--- src/rtl/dram_slot_arbiter_pkg.sv ---
`default_nettype none
// ============================================================================
// Module   : dram_slot_arbiter_pkg
// Purpose  : Shared MCU RAM constants: slot owner encodings and refresh rate.
// Revision : 1.0 - initial release
// ============================================================================
package dram_slot_arbiter_pkg;

    localparam int c_ref_div_default = 32;

    typedef enum logic [2:0] {
        SRC_IDLE = 3'd0,
        SRC_CPU  = 3'd1,
        SRC_VID  = 3'd2,
        SRC_SND  = 3'd3,
        SRC_DMA  = 3'd4,
        SRC_REF  = 3'd5
    } src_t;

    typedef enum logic {
        PH_DMA = 1'b0,
        PH_CPU = 1'b1
    } phase_t;

    // Fixed-priority owner of a DMA slot; refresh always wins.
    function automatic src_t dma_grant(input logic pend, input logic vid,
                                       input logic snd, input logic dma);
        if (pend)     return SRC_REF;
        else if (vid) return SRC_VID;
        else if (snd) return SRC_SND;
        else if (dma) return SRC_DMA;
        else          return SRC_IDLE;
    endfunction

endpackage
`default_nettype wire

--- src/rtl/dram_slot_arbiter_if.sv ---
`default_nettype none
// ============================================================================
// Module   : dram_slot_arbiter_if
// Purpose  : Slot strobe, RAM requesters and slot owner / acknowledge bundle.
// Revision : 1.0 - initial release
// ============================================================================
interface dram_slot_arbiter_if;

    logic       slot_en;
    logic       cpu_req;
    logic       vid_req;
    logic       snd_req;
    logic       dma_req;
    logic [2:0] src;
    logic       ram_cyc;
    logic       refb;
    logic       vid_ack;
    logic       snd_ack;
    logic       dma_ack;
    logic       cpu_dtack_n;

    modport master (
        output slot_en, cpu_req, vid_req, snd_req, dma_req,
        input  src, ram_cyc, refb, vid_ack, snd_ack, dma_ack, cpu_dtack_n
    );

    modport slave (
        input  slot_en, cpu_req, vid_req, snd_req, dma_req,
        output src, ram_cyc, refb, vid_ack, snd_ack, dma_ack, cpu_dtack_n
    );

endinterface
`default_nettype wire

--- src/rtl/dram_slot_arbiter_refresh_timer.sv ---
`default_nettype none
// ============================================================================
// Module   : refresh_timer
// Purpose  : Counts DMA slots and raises a sticky refresh request every REF_DIV.
// Revision : 1.0 - initial release
// ============================================================================
module refresh_timer #(
    parameter int REF_DIV = 32
) (
    input  wire  clk32,
    input  wire  porb,
    input  wire  tick,
    input  wire  clr,
    output logic pend
);

    localparam int c_cnt_w = $clog2(REF_DIV);

    logic [c_cnt_w-1:0] r_cnt;
    logic               r_pend;
    logic               w_last;
    logic               w_set;

    assign w_last = (r_cnt == c_cnt_w'(REF_DIV - 1));
    // Flag one tick ahead of the wrap so the refresh lands in the REF_DIV-th DMA slot.
    assign w_set  = tick && (r_cnt == c_cnt_w'(REF_DIV - 2));

    always_ff @(posedge clk32 or negedge porb) begin
        if (!porb) begin
            r_cnt  <= '0;
            r_pend <= 1'b0;
        end else begin
            if (tick) begin
                r_cnt <= w_last ? '0 : r_cnt + 1'b1;
            end
            if (w_set) begin
                r_pend <= 1'b1;
            end else if (clr) begin
                r_pend <= 1'b0;
            end
        end
    end

    assign pend = r_pend;

endmodule
`default_nettype wire

--- src/rtl/dram_slot_arbiter.sv ---
`default_nettype none
// ============================================================================
// Module   : dram_slot_arbiter
// Purpose  : Alternating DMA/CPU RAM slot arbiter with refresh and acknowledges.
// Revision : 1.0 - initial release
// ============================================================================
module dram_slot_arbiter
    import dram_slot_arbiter_pkg::*;
#(
    parameter int REF_DIV = c_ref_div_default
) (
    input wire                 clk32,
    input wire                 porb,
    dram_slot_arbiter_if.slave bus
);

    phase_t r_phase;
    src_t   r_src;
    logic   r_ram_cyc;
    logic   r_refb;
    logic   r_vid_ack;
    logic   r_snd_ack;
    logic   r_dma_ack;
    logic   r_dtack_n;

    logic   w_pend;
    logic   w_dma_start;
    logic   w_ref_grant;
    src_t   w_next_src;

    // The slot about to start is a DMA slot when the current one is a CPU slot.
    assign w_dma_start = bus.slot_en && (r_phase == PH_CPU);
    assign w_ref_grant = bus.slot_en && (w_next_src == SRC_REF);

    always_comb begin
        w_next_src = SRC_IDLE;
        if (r_phase == PH_CPU) begin
            w_next_src = dma_grant(w_pend, bus.vid_req, bus.snd_req, bus.dma_req);
        end else if (bus.cpu_req && r_dtack_n) begin
            w_next_src = SRC_CPU;
        end
    end

    refresh_timer #(
        .REF_DIV (REF_DIV)
    ) u_refresh_timer (
        .clk32 (clk32),
        .porb  (porb),
        .tick  (w_dma_start),
        .clr   (w_ref_grant),
        .pend  (w_pend)
    );

    always_ff @(posedge clk32 or negedge porb) begin
        if (!porb) begin
            r_phase   <= PH_CPU;
            r_src     <= SRC_IDLE;
            r_ram_cyc <= 1'b0;
            r_refb    <= 1'b1;
            r_vid_ack <= 1'b0;
            r_snd_ack <= 1'b0;
            r_dma_ack <= 1'b0;
            r_dtack_n <= 1'b1;
        end else begin
            r_vid_ack <= 1'b0;
            r_snd_ack <= 1'b0;
            r_dma_ack <= 1'b0;
            if (bus.slot_en) begin
                r_phase   <= (r_phase == PH_CPU) ? PH_DMA : PH_CPU;
                r_src     <= w_next_src;
                r_ram_cyc <= (w_next_src != SRC_IDLE);
                r_refb    <= (w_next_src != SRC_REF);
                r_vid_ack <= (r_src == SRC_VID);
                r_snd_ack <= (r_src == SRC_SND);
                r_dma_ack <= (r_src == SRC_DMA);
            end
            // A CPU that gave up before the slot ended gets no acknowledge.
            if (bus.slot_en && (r_src == SRC_CPU) && bus.cpu_req) begin
                r_dtack_n <= 1'b0;
            end else if (!bus.cpu_req) begin
                r_dtack_n <= 1'b1;
            end
        end
    end

    assign bus.src         = r_src;
    assign bus.ram_cyc     = r_ram_cyc;
    assign bus.refb        = r_refb;
    assign bus.vid_ack     = r_vid_ack;
    assign bus.snd_ack     = r_snd_ack;
    assign bus.dma_ack     = r_dma_ack;
    assign bus.cpu_dtack_n = r_dtack_n;

endmodule
`default_nettype wire

--- src/flat_wrapper.sv ---
// flat-port wrapper written by rule: the top's interface ports become plain ports
module dram_slot_arbiter_flat import dram_slot_arbiter_pkg::*;
#(
    parameter int REF_DIV = c_ref_div_default
)
  (clk32, porb, bus_slot_en, bus_cpu_req, bus_vid_req, bus_snd_req, bus_dma_req, bus_src, bus_ram_cyc, bus_refb, bus_vid_ack, bus_snd_ack, bus_dma_ack, bus_cpu_dtack_n);
  dram_slot_arbiter_if bus_i ();
  input wire clk32;
  input wire porb;
  input wire logic [$bits(bus_i.slot_en)-1:0] bus_slot_en;
  input wire logic [$bits(bus_i.cpu_req)-1:0] bus_cpu_req;
  input wire logic [$bits(bus_i.vid_req)-1:0] bus_vid_req;
  input wire logic [$bits(bus_i.snd_req)-1:0] bus_snd_req;
  input wire logic [$bits(bus_i.dma_req)-1:0] bus_dma_req;
  output wire logic [$bits(bus_i.src)-1:0] bus_src;
  output wire logic [$bits(bus_i.ram_cyc)-1:0] bus_ram_cyc;
  output wire logic [$bits(bus_i.refb)-1:0] bus_refb;
  output wire logic [$bits(bus_i.vid_ack)-1:0] bus_vid_ack;
  output wire logic [$bits(bus_i.snd_ack)-1:0] bus_snd_ack;
  output wire logic [$bits(bus_i.dma_ack)-1:0] bus_dma_ack;
  output wire logic [$bits(bus_i.cpu_dtack_n)-1:0] bus_cpu_dtack_n;
  assign bus_i.slot_en = bus_slot_en;
  assign bus_i.cpu_req = bus_cpu_req;
  assign bus_i.vid_req = bus_vid_req;
  assign bus_i.snd_req = bus_snd_req;
  assign bus_i.dma_req = bus_dma_req;
  assign bus_src = bus_i.src;
  assign bus_ram_cyc = bus_i.ram_cyc;
  assign bus_refb = bus_i.refb;
  assign bus_vid_ack = bus_i.vid_ack;
  assign bus_snd_ack = bus_i.snd_ack;
  assign bus_dma_ack = bus_i.dma_ack;
  assign bus_cpu_dtack_n = bus_i.cpu_dtack_n;
  dram_slot_arbiter #(.REF_DIV(REF_DIV)) u_core (.clk32(clk32), .porb(porb), .bus(bus_i));
endmodule
--- config.mk ---
export PLATFORM = sky130hd
export DESIGN_NAME = dram_slot_arbiter_flat
export DESIGN_NICKNAME = d
export VERILOG_FILES = /design/src/rtl/dram_slot_arbiter_pkg.sv /design/src/rtl/dram_slot_arbiter_if.sv /design/src/rtl/dram_slot_arbiter_refresh_timer.sv /design/src/rtl/dram_slot_arbiter.sv /design/src/flat_wrapper.sv
export SDC_FILE = /design/constraint.sdc
export NUM_CORES = 1
export LEC_CHECK = 0
export ABC_AREA = 1
export CAP_MARGIN = 20
export CORE_AREA = 2 2 44 46
export CTS_CLUSTER_DIAMETER = 100
export DETAILED_ROUTE_END_ITERATION = 8
export DIE_AREA = 0 0 46 48
export PLACE_DENSITY = 0.73
export RECOVER_POWER = 100
export SYNTH_ARGS = -nofsm -noshare
export SYNTH_HDL_FRONTEND = slang
export SYNTH_SLANG_ARGS = --single-unit
--- constraint.sdc ---
create_clock -name clk32 -period 2.7 [get_ports clk32]
set_clock_uncertainty 0.2 [all_clocks]
set_input_delay 0.54 -clock clk32 [delete_from_list [all_inputs] [get_ports clk32]]
set_output_delay 0.54 -clock clk32 [all_outputs]
set_load 0.02 [all_outputs]
==> impl_metrics.csv, run 1 <==
group,metric,value,unit
setup_path,ff2ff_path_depth,7,
clock_tree,clk_pin_slew,90,ps
timing,finalCritPeriodShare,0.826,
die,die_w,46,um
logic_synthesis,syn_inst,90,
global_routing,grt_max_degree,17,
placed_design,place_hpwl,1.02,mm
placed_design,io_buffer_count,15,
logic_synthesis,yosys_warnings,0,
logic_synthesis,ys_seq_elements,16,
power_and_ir_drop,p_seq_frac,0.495,
power_and_ir_drop,clockPowerShare,0.178,
global_routing,gr-total-overflow,0,
min_path,hold_depth,1,
placed_design,place.gp.congestion,0.830,
timing,drv_slew,0,
layout,fillCellCount,163,
setup_path,end_kind,"output pin",
power_and_ir_drop,p_leak,0.483,nW
clock_tree,cts_buffers,3,
detailed_routing,drtIter0Drc,11,
setup_path,worstPathArrival,1490,ps
die,dieArea,0.00221,sq mm
logic_synthesis,yosysTopAreaCellShare,0.433,
timing,hold_viol,0,
die,design.core.area,0.00169,sq mm
setup_path,crit_buf_inv,1,
setup_path,critPathMaxFanout,3,
clock_tree,clk_path_buf_depth,2,
clock_tree,post_cts_buffers,0,
timing,worstMarginPinSlew,707,ps
global_routing,first_global_vias,576,
power_and_ir_drop,p_sw_frac,0.360,
logic_synthesis,synth_largest_area_cell,"dfrtp_1",
die,pin_count,16,
clock_tree,root_buffer,"clkbuf_4",
logic_synthesis,synthesis.area,752,sq um
layout,syn2layout_area_growth,25.3,%
power_and_ir_drop,p_int,0.467,mW
global_routing,grt_pass1_wl,2.34,mm
clock_tree,cts_tree,"done",
timing,max_clock_freq,449,MHz
setup_path,crit_family,"buffers and inverters",
detailed_routing,drt-total-wl,1.32,mm
power_and_ir_drop,power.density,774,mW/mm^2
detailed_routing,wl_per_cell,10.5,um
layout,insertedDiodeCount,0,
setup_path,path_depth,1,
setup_path,crit_type,"flop to output pin",
detailed_routing,ant_nets,0,
clock_tree,clk_latency,290,ps
status,status,"complete, no violations",
global_routing,antenna_found_initial,0,
clock_tree,holdBufCountCts,0,
logic_synthesis,synth_area_leaders,"dfrtp_1 (43%), nand2_1 (12%), dfstp_2 (10%), nor2_1 (6.5%), inv_1 (5.5%)",
detailed_routing,drc_errors,0,
timing,fin_tns_setup,0,ps
setup_path,cp_slowest_cell,"dlygate4sd3_1",
die,die_y,48,um
detailed_routing,vias,598,
global_routing,grtUsageTotal,0.154,
setup_path,critPathMaxStageDelay,660,ps
power_and_ir_drop,power_frac_comb,0.326,
flow_run,maxCapViolations,0,
die,placementRows,15,
clock_tree,cts_resized,0,
layout,fin_util,0.558,
die,start_util,0.445,
min_path,hold_path_class,"flop to flop",
logic_synthesis,ys_seq_area_frac,0.537,
logic_synthesis,postSynthAreaPerCell,8.36,sq um
power_and_ir_drop,peakVddDrop,442,uV
detailed_routing,avgViaCountPerCell,4.75,
layout,final_layout_size_suffix_gt1_frac,0.0826,
timing,relSlewSlack,0.527,
clock_tree,h-tree-depth,1,
timing,finalSetupViolCount,0,
layout,nets,120,
setup_path,worstSetupStartpointType,"flop",
power_and_ir_drop,p_sw,0.262,mW
logic_synthesis,syn-num-nets,100,
timing,rsz0062_at_grt,"no",
setup_path,cp_cell_sequence,"dlygate4sd3_1",
timing,fin_crit,2230,ps
setup_path,required,1960,ps
detailed_routing,drtPass1Iterations,4,
clock_tree,clock_sinks,16,
logic_synthesis,ys_types,17,
area by class of cell:
class | instances | area [sq um] | area share
timing repair buffer | 15 | 150 | 0.159
multi-input combinational | 61 | 292 | 0.309
inverter | 13 | 48.8 | 0.0518
tap | 17 | 21.3 | 0.0226
clock buffer | 4 | 26.3 | 0.0279
sequential | 16 | 404 | 0.429
state kept, by name (all words and copies together) (netlist names):
signal / cells
u_core.bus.dma_ack: 1
u_core.bus.cpu_dtack_n: 1
u_core.bus.vid_ack: 1
u_core.bus.ram_cyc: 1
u_core.bus.refb: 1
u_core.u_refresh_timer.r_cnt: 5
u_core.r_phase: 1
u_core.bus.snd_ack: 1
u_core.bus.src: 3
u_core.u_refresh_timer.pend: 1
power by group through the flow:
stage	logic, mW	registers, mW	clock network (mW)
finish	0.238	0.361	0.130
global route	0.276	0.373	0.145
CTS	0.255	0.364	0.138
detailed placement	0.255	0.367	0
global placement	0.248	0.367	0
floorplan	0.134	0.389	0
kinds of logic (layout without fill, tap and decap cells):
logic type,after synthesis,after routing,share of synthesized area
XOR/XNOR,1,1,0.0116
buffers and inverters,13,32,0.0649
AO/OA/AOI/OAI,9,9,0.0599
flip-flops,16,16,0.537
AND/OR/NAND/NOR,48,48,0.276
adder cells (fa/ha/maj),3,3,0.0499
per-stage QoR:
| step | cell area (sq um) | setup slack [ps] | total power, mW | instances | hold slack [ps] |
|---|---|---|---|---|---|
| finish | 942 | 471 | 0.729 | 126 | 264 |
| global route | 942 | 423 | 0.795 | 126 | 314 |
| CTS | 950 | 524 | 0.757 | 126 | 277 |
| detailed placement | 923 | 775 | 0.622 | 122 | 263 |
| global placement | 923 | 804 | 0.615 | 122 | 255 |
| floorplan | 752 | 1340 | 0.522 | 90 | 44.4 |
final timing paths:
| kind | startpoint | end | slack [ps] |
|---|---|---|---|
| max in group asynchronous | porb | u_core.u_refresh_timer.pend$_DFFE_PN0P_ | 1320 |
| worst min register to register | u_core.bus.src[2]$_DFFE_PN0P_ | u_core.bus.vid_ack$_DFF_PN0_ | 260 |
| worst min-delay path | u_core.bus.src[2]$_DFFE_PN0P_ | u_core.bus.vid_ack$_DFF_PN0_ | 260 |
| worst max-delay path | u_core.bus.cpu_dtack_n$_DFFE_PN1P_ | bus_cpu_dtack_n | 470 |
| worst max register to register | u_core.u_refresh_timer.r_cnt[1]$_DFFE_PN0P_ | u_core.u_refresh_timer.r_cnt[1]$_DFFE_PN0P_ | 1180 |
| min in group asynchronous | porb | u_core.bus.snd_ack$_DFF_PN0_ | 540 |
cells in the mapped netlist, drive strengths merged:
cell type and number:
nor2 15, nor4 2, dfrtp 13, inv 13
dfstp 3, nand2 25, o21ai 7, ha 3
or2 1, nand4 1, xnor2 1, nand3 4
a21oi 2
cells in the final DEF, fill, tap and decap left out:
cell	instances
xnor2_1	1
dlygate4sd3_1	11
dfstp_2	3
nor4_1	2
ha_1	3
clkbuf_1	1
nand3_1	4
nor2_1	13
nor2_2	2
nand2_1	25
a21oi_1	2
or2_2	1
o21ai_0	7
dfrtp_1	13
clkdlybuf4s50_1	4
clkbuf_4	3
inv_1	13
nand4_1	1
routing by layer:
| metal | vias up | share of wire | track usage |
|---|---|---|---|
| li1 | 316 | - | - |
| met1 | 263 | 0.48 | 0.200 |
| met3 | 3 | 0.063 | 0.0453 |
| met5 | - | 0 | 0 |
| met2 | 16 | 0.44 | 0.239 |
| met4 | 0 | 0.015 | 0.0686 |
No activity file was read; power rests on OpenSTA's default activity.
==> run 2, diff against run 1 <==
--- a/config.mk
+++ b/config.mk
@@ -7,10 +7,10 @@
 export LEC_CHECK = 0
 export ABC_AREA = 1
 export CAP_MARGIN = 20
-export CORE_AREA = 2 2 44 46
+export CORE_AREA = 2 2 45 47
 export CTS_CLUSTER_DIAMETER = 100
 export DETAILED_ROUTE_END_ITERATION = 8
-export DIE_AREA = 0 0 46 48
+export DIE_AREA = 0 0 47 49
 export PLACE_DENSITY = 0.73
 export RECOVER_POWER = 100
 export SYNTH_ARGS = -nofsm -noshare
==> constraint.sdc (replaced) <==
create_clock -name clk32 -period 2 [get_ports clk32]
set_clock_uncertainty 0.2 [all_clocks]
set_input_delay 0.4 -clock clk32 [delete_from_list [all_inputs] [get_ports clk32]]
set_output_delay 0.4 -clock clk32 [all_outputs]
set_load 0.02 [all_outputs]
==> impl_metrics.csv, run 2 (synthesized netlist as in run 1, its figures left out) <==
group,metric,value,unit
status,status,"complete, no violations",
detailed_routing,drtIter0Drc,7,
clock_tree,root_buffer,"clkbuf_4",
global_routing,antenna_found_initial,0,
power_and_ir_drop,p_sw,0.351,mW
die,start_util,0.408,
timing,hold_viol,0,
detailed_routing,vias,632,
die,pin_count,16,
setup_path,r2r_start,"u_core.u_refresh_timer.r_cnt[1]$_DFFE_PN0P_",
detailed_routing,wl_per_cell,9.82,um
global_routing,first_global_vias,590,
setup_path,critPathMaxStageDelay,630,ps
global_routing,grt_pass1_wl,2.38,mm
timing,finalSetupViolCount,0,
global_routing,grtUsageTotal,0.144,
power_and_ir_drop,clockPowerShare,0.174,
layout,final_layout_size_suffix_gt1_frac,0.0636,
layout,final_common_cell,"nand2_1",
die,dieArea,0.00230,sq mm
timing,max_clock_freq,521,MHz
layout,fin_util,0.514,
layout,layout_common_cells,"nand2_1 (25), nor2_1 (14), inv_1 (13), dfrtp_1 (13), o21ai_0 (7)",
timing,fin_tns_setup,0,ps
setup_path,crit_family,"buffers and inverters",
setup_path,crit_buf_inv,1,
power_and_ir_drop,power_frac_comb,0.326,
timing,rsz0062_at_grt,"no",
layout,insertedDiodeCount,0,
layout,syn2layout_area_growth,26.0,%
detailed_routing,avgViaCountPerCell,4.61,
setup_path,cp_cell_sequence,"clkdlybuf4s50_1",
power_and_ir_drop,peakVddDrop,550,uV
die,design.core.area,0.00184,sq mm
clock_tree,clk_pin_slew,90,ps
clock_tree,clk_latency,280,ps
placed_design,place_hpwl,1.05,mm
setup_path,cp_slowest_cell,"clkdlybuf4s50_1",
placed_design,io_buffer_count,15,
timing,fin_crit,1920,ps
detailed_routing,ant_nets,0,
setup_path,critPathMaxFanout,5,
die,die_w,47,um
timing,worstMarginPinSlew,863,ps
setup_path,worstPathArrival,1320,ps
layout,nets,121,
power_and_ir_drop,p_sw_frac,0.359,
power_and_ir_drop,total_power,0.978,mW
clock_tree,cts_buffers,3,
min_path,hold_path_class,"flop to flop",
die,die_y,49,um
global_routing,grt_max_degree,17,
clock_tree,h-tree-depth,1,
power_and_ir_drop,p_int,0.627,mW
timing,relSlewSlack,0.424,
global_routing,gr-total-overflow,0,
setup_path,end_kind,"output pin",
detailed_routing,drtPass1Iterations,6,
detailed_routing,drc_errors,0,
clock_tree,cts_tree,"done",
power_and_ir_drop,power.density,1030,mW/mm^2
min_path,hp-start,"u_core.bus.src[2]$_DFFE_PN0P_",
clock_tree,clock_sinks,16,
placed_design,place.gp.congestion,0.808,
layout,largest_register_ffs,5,
timing,finalCritPeriodShare,0.960,
power_and_ir_drop,p_leak,0.477,nW
power_and_ir_drop,p_seq_frac,0.500,
die,placementRows,16,
clock_tree,clk_path_buf_depth,2,
detailed_routing,drt-total-wl,1.35,mm
setup_path,worstSetupStartpointType,"flop",
flow_run,maxCapViolations,0,
setup_path,crit_start,"u_core.bus.src[1]$_DFFE_PN0P_",
setup_path,required,1400,ps
setup_path,crit_type,"flop to output pin",
layout,largest_register,"u_core.u_refresh_timer.r_cnt",
timing,drv_slew,0,
## run 2: cell types whose count changed in the layout (fill, tap and decap cells not counted)
cell and delta:
clkbuf_1 +2, clkdlybuf4s50_1 +2, dfstp_1 +1, dfstp_2 -1
dlygate4sd2_1 +2, dlygate4sd3_1 -5, nor2_1 +1, nor2_2 -1
## run 2: repair_timing
action / 4_1_cts / 5_1_grt
buffers inserted: 0 / 0
gates resized for setup: 2 / 1
endpoints found under the setup margin: 2 / 1
hold buffers: 0 / 0
gates cloned: 0 / 0
## run 2: worst paths after layout
kind	end	slack, ps	cells past startpoint
max in group asynchronous	u_core.bus.dma_ack$_DFF_PN0_	530	2
min in group asynchronous	u_core.bus.vid_ack$_DFF_PN0_	540	2
min	u_core.bus.vid_ack$_DFF_PN0_	260	1
min reg2reg	u_core.bus.vid_ack$_DFF_PN0_	260	1
max	bus_src[1]	80	1
max reg2reg	u_core.u_refresh_timer.r_cnt[1]$_DFFE_PN0P_	520	7
## run 2: final cells by class
cell class / instances / area [sq um]
inverter: 13 / 48.8
sequential: 16 / 404
multi-input combinational: 61 / 289
clock buffer: 4 / 26.3
tap: 27 / 33.8
fill: 187 / 895
timing repair buffer: 16 / 145
## run 2: routing by layer
layer / wire length [um] / up-vias / track usage
met5: 0 / - / 0
met4: 22 / 0 / 0.0694
met3: 69 / 4 / 0.0333
met2: 664 / 19 / 0.224
met1: 589 / 288 / 0.182
li1: - / 321 / -
## run 2: stage by stage
step                      std cells  hold slack, ps  instance area, sq um  setup WS [ps]
after CTS                       137             241                   967           24.5
final                           137             262                   947           79.8
after global routing            137             308                   947           7.25
after detailed placement        133             259                   943            214
after floorplan                  90           -95.6                   752            644
after global placement          133             249                   943            222
## run 2: power groups by stage
stage,Sequential [mW],Clock (mW),Combinational [mW]
3_5_place_dp,0.497,0,0.350
2_1_floorplan,0.525,0,0.180
5_1_grt,0.505,0.200,0.372
4_1_cts,0.492,0.179,0.345
3_3_place_gp,0.492,0,0.338
6_report,0.489,0.170,0.319
==> RTL edit, RTL diff (config.mk and constraints of run 2) <==
Change the package constant `c_ref_div_default` from 32 to 16.
--- a/src/rtl/dram_slot_arbiter_pkg.sv
+++ b/src/rtl/dram_slot_arbiter_pkg.sv
@@ -8,3 +8,3 @@
 
-    localparam int c_ref_div_default = 32;
+    localparam int c_ref_div_default = 16;
 
Check against the original RTL: no difference found for any inputs over 10 cycles, from zero or initial values; that may be too few to reach the edited logic, so the function may still have changed.
==> RTL edit against run 2 <==
Synthesized area down 9.2%. Cell area down 6.7%. Synthesized cell count down 12%. Hold slack better by 0.0043 ns. Sequential cell count down 1. Power down 2.5%. Non-clock buffer count unchanged. Setup slack better by 0.016 ns. Combinational power up 1%. Routed wire length down 4.9%.
==> RTL edit: results (changes against run 2) <==
- Proportion of synthesized chip area in sequential cells: 55.49% (+1.8 points)
* GRT Total Usage: 13.16% (-1.3 points)
* Final routed wirelength across all metal layers: 1.280 mm (-4.9%)
- In this run the top signal layer used is met3.
- The detailed-route vias per instance is 4.484 (-2.8%).
* Metal3 WL: 53 µm (-23%)
* Adder-cell share of the synthesized area: 3.663% (-1.3 points)
* Placement-stage worst setup slack: 0.1929 ns (-0.02090 ns)
* Final setup slack of the worst path: 0.09587 ns (+0.01604 ns)
- In this run the critical register-to-register path is launched from u_core.r_phase.
- The commonest cells after synthesis are sky130_fd_sc_hd__nand2_1, sky130_fd_sc_hd__dfrtp_1, sky130_fd_sc_hd__inv_1.
* Synthesized-area fraction occupied by ao, oa, aoi and oai cells: 6.593% (+0.60 points)
- The hold slack is 0.2663 ns (+0.004322 ns).
- The global-route wire length before repair came to 2.228 mm (-6.4%).
* Gp weighted congestion: 0.7992 (-1.1%)
- Run status: completed
- The power density relative to cell area came to 1080 mW/mm² (+4.6%).
- Routing usage on met2: 22.15% (-0.23 points)
- The fraction of final layout cells with drive strength greater than 1 came to 10.10% (+3.7 points).
- FF-to-FF End: u_core.u_refresh_timer.r_cnt[2]
* Maximum number of pins on one net before global-route repair: 16 (-1)
* Area contributors post-synth: sky130_fd_sc_hd__dfrtp_1, sky130_fd_sc_hd__dfstp_2, sky130_fd_sc_hd__nand2_1
- Sequential cell area: 379.1 µm² (-6.2%)
- The largest fanout of any net on the critical path is 2 (-3).
- Most frequent cell after synthesis: sky130_fd_sc_hd__nand2_1
- The number of flip-flops under the largest register name came to 4 (-1).
- The total nets after synthesis is 88 (-12%).
- Final net count: 109 (-9.9%)
* Met1 GRT Util: 16.98% (-1.3 points)
- Transition time at the pin with the least slew margin: 0.8196 ns (-0.04372 ns)
- Critical Path End: bus_ram_cyc
- Worst reg2reg path depth: 4 (-3)
- The fill cell total of the finished layout is 188 (+0.53%).
- Iteration-0 DRC Markers: 6 (-1)
* Slowest stage delay, CP: 0.65 ns (+0.02 ns)
* Start point of the critical path: u_core.bus.ram_cyc
* Area post-placement: 874.6 µm² (-7.3%)
- Inst Count DP: 122 (-8.3%)
- The part of the power in combinational logic came to 33.9% (+1.3 points).
* Vias after detailed routing: 565 (-11%)
* Worst vdd ir: 764.3 µV (+39%)
* Critical-path top delay cell: sky130_fd_sc_hd__dlygate4sd3_1
* Met1 wire length: 559 µm (-5.1%)
- The post-detailed-placement half-perimeter wirelength is 987.9 µm (-6.4%).
* Met2 wire len: 667 µm (+0.45%)
* Count of TritonRoute iterations in the first routing pass: 4 (-2)
- The met3 track demand over resource was 3.704% (+0.37 points).
* Average cell area after synthesis: 8.648 µm² (+3.5%)
* Arrival @ worst endpoint: 1.30 ns (-0.02 ns)
- The xor and xnor area share after synthesis came to 1.282% (+0.12 points).
* Leakage component of the power: 0.4300 nW (-9.8%)
* Number of global-route vias before repair: 530 (-10%)
[RTL edit: cell types whose count changed after synthesis, moves of 2 or more]
cell and delta:
sky130_fd_sc_hd__nand2_1 -6, sky130_fd_sc_hd__nor2_1 -4, sky130_fd_sc_hd__o21ai_1 +3, sky130_fd_sc_hd__nand2_2 +2, sky130_fd_sc_hd__o21ai_0 -2
[RTL edit: kinds of logic (layout without fill, tap and decap cells)]
family	after synthesis	after routing
xor+xnor	1	1
compound gates	9	9
simple gates	40	40
flops	15	15
fa+ha+maj	2	2
buf+inv	12	32
[RTL edit: what timing repair did]
| action | CTS | global route |
|---|---|---|
| setup buffers | 0 | 0 |
| hold buffers | 0 | 0 |
| gates cloned | 0 | 0 |
| pin swaps | 0 | 0 |
| endpoints found under the setup margin | 2 | 1 |
| gates resized for setup | 2 | 1 |
[RTL edit: area by class of cell]
type                       instances  share of cell area, %
clock buffer                       4                  2.975
inverter                          12                  5.099
multi-input combinational         52                  28.75
sequential                        15                  42.92
tap                               27                  3.824
timing repair buffer              16                  16.43
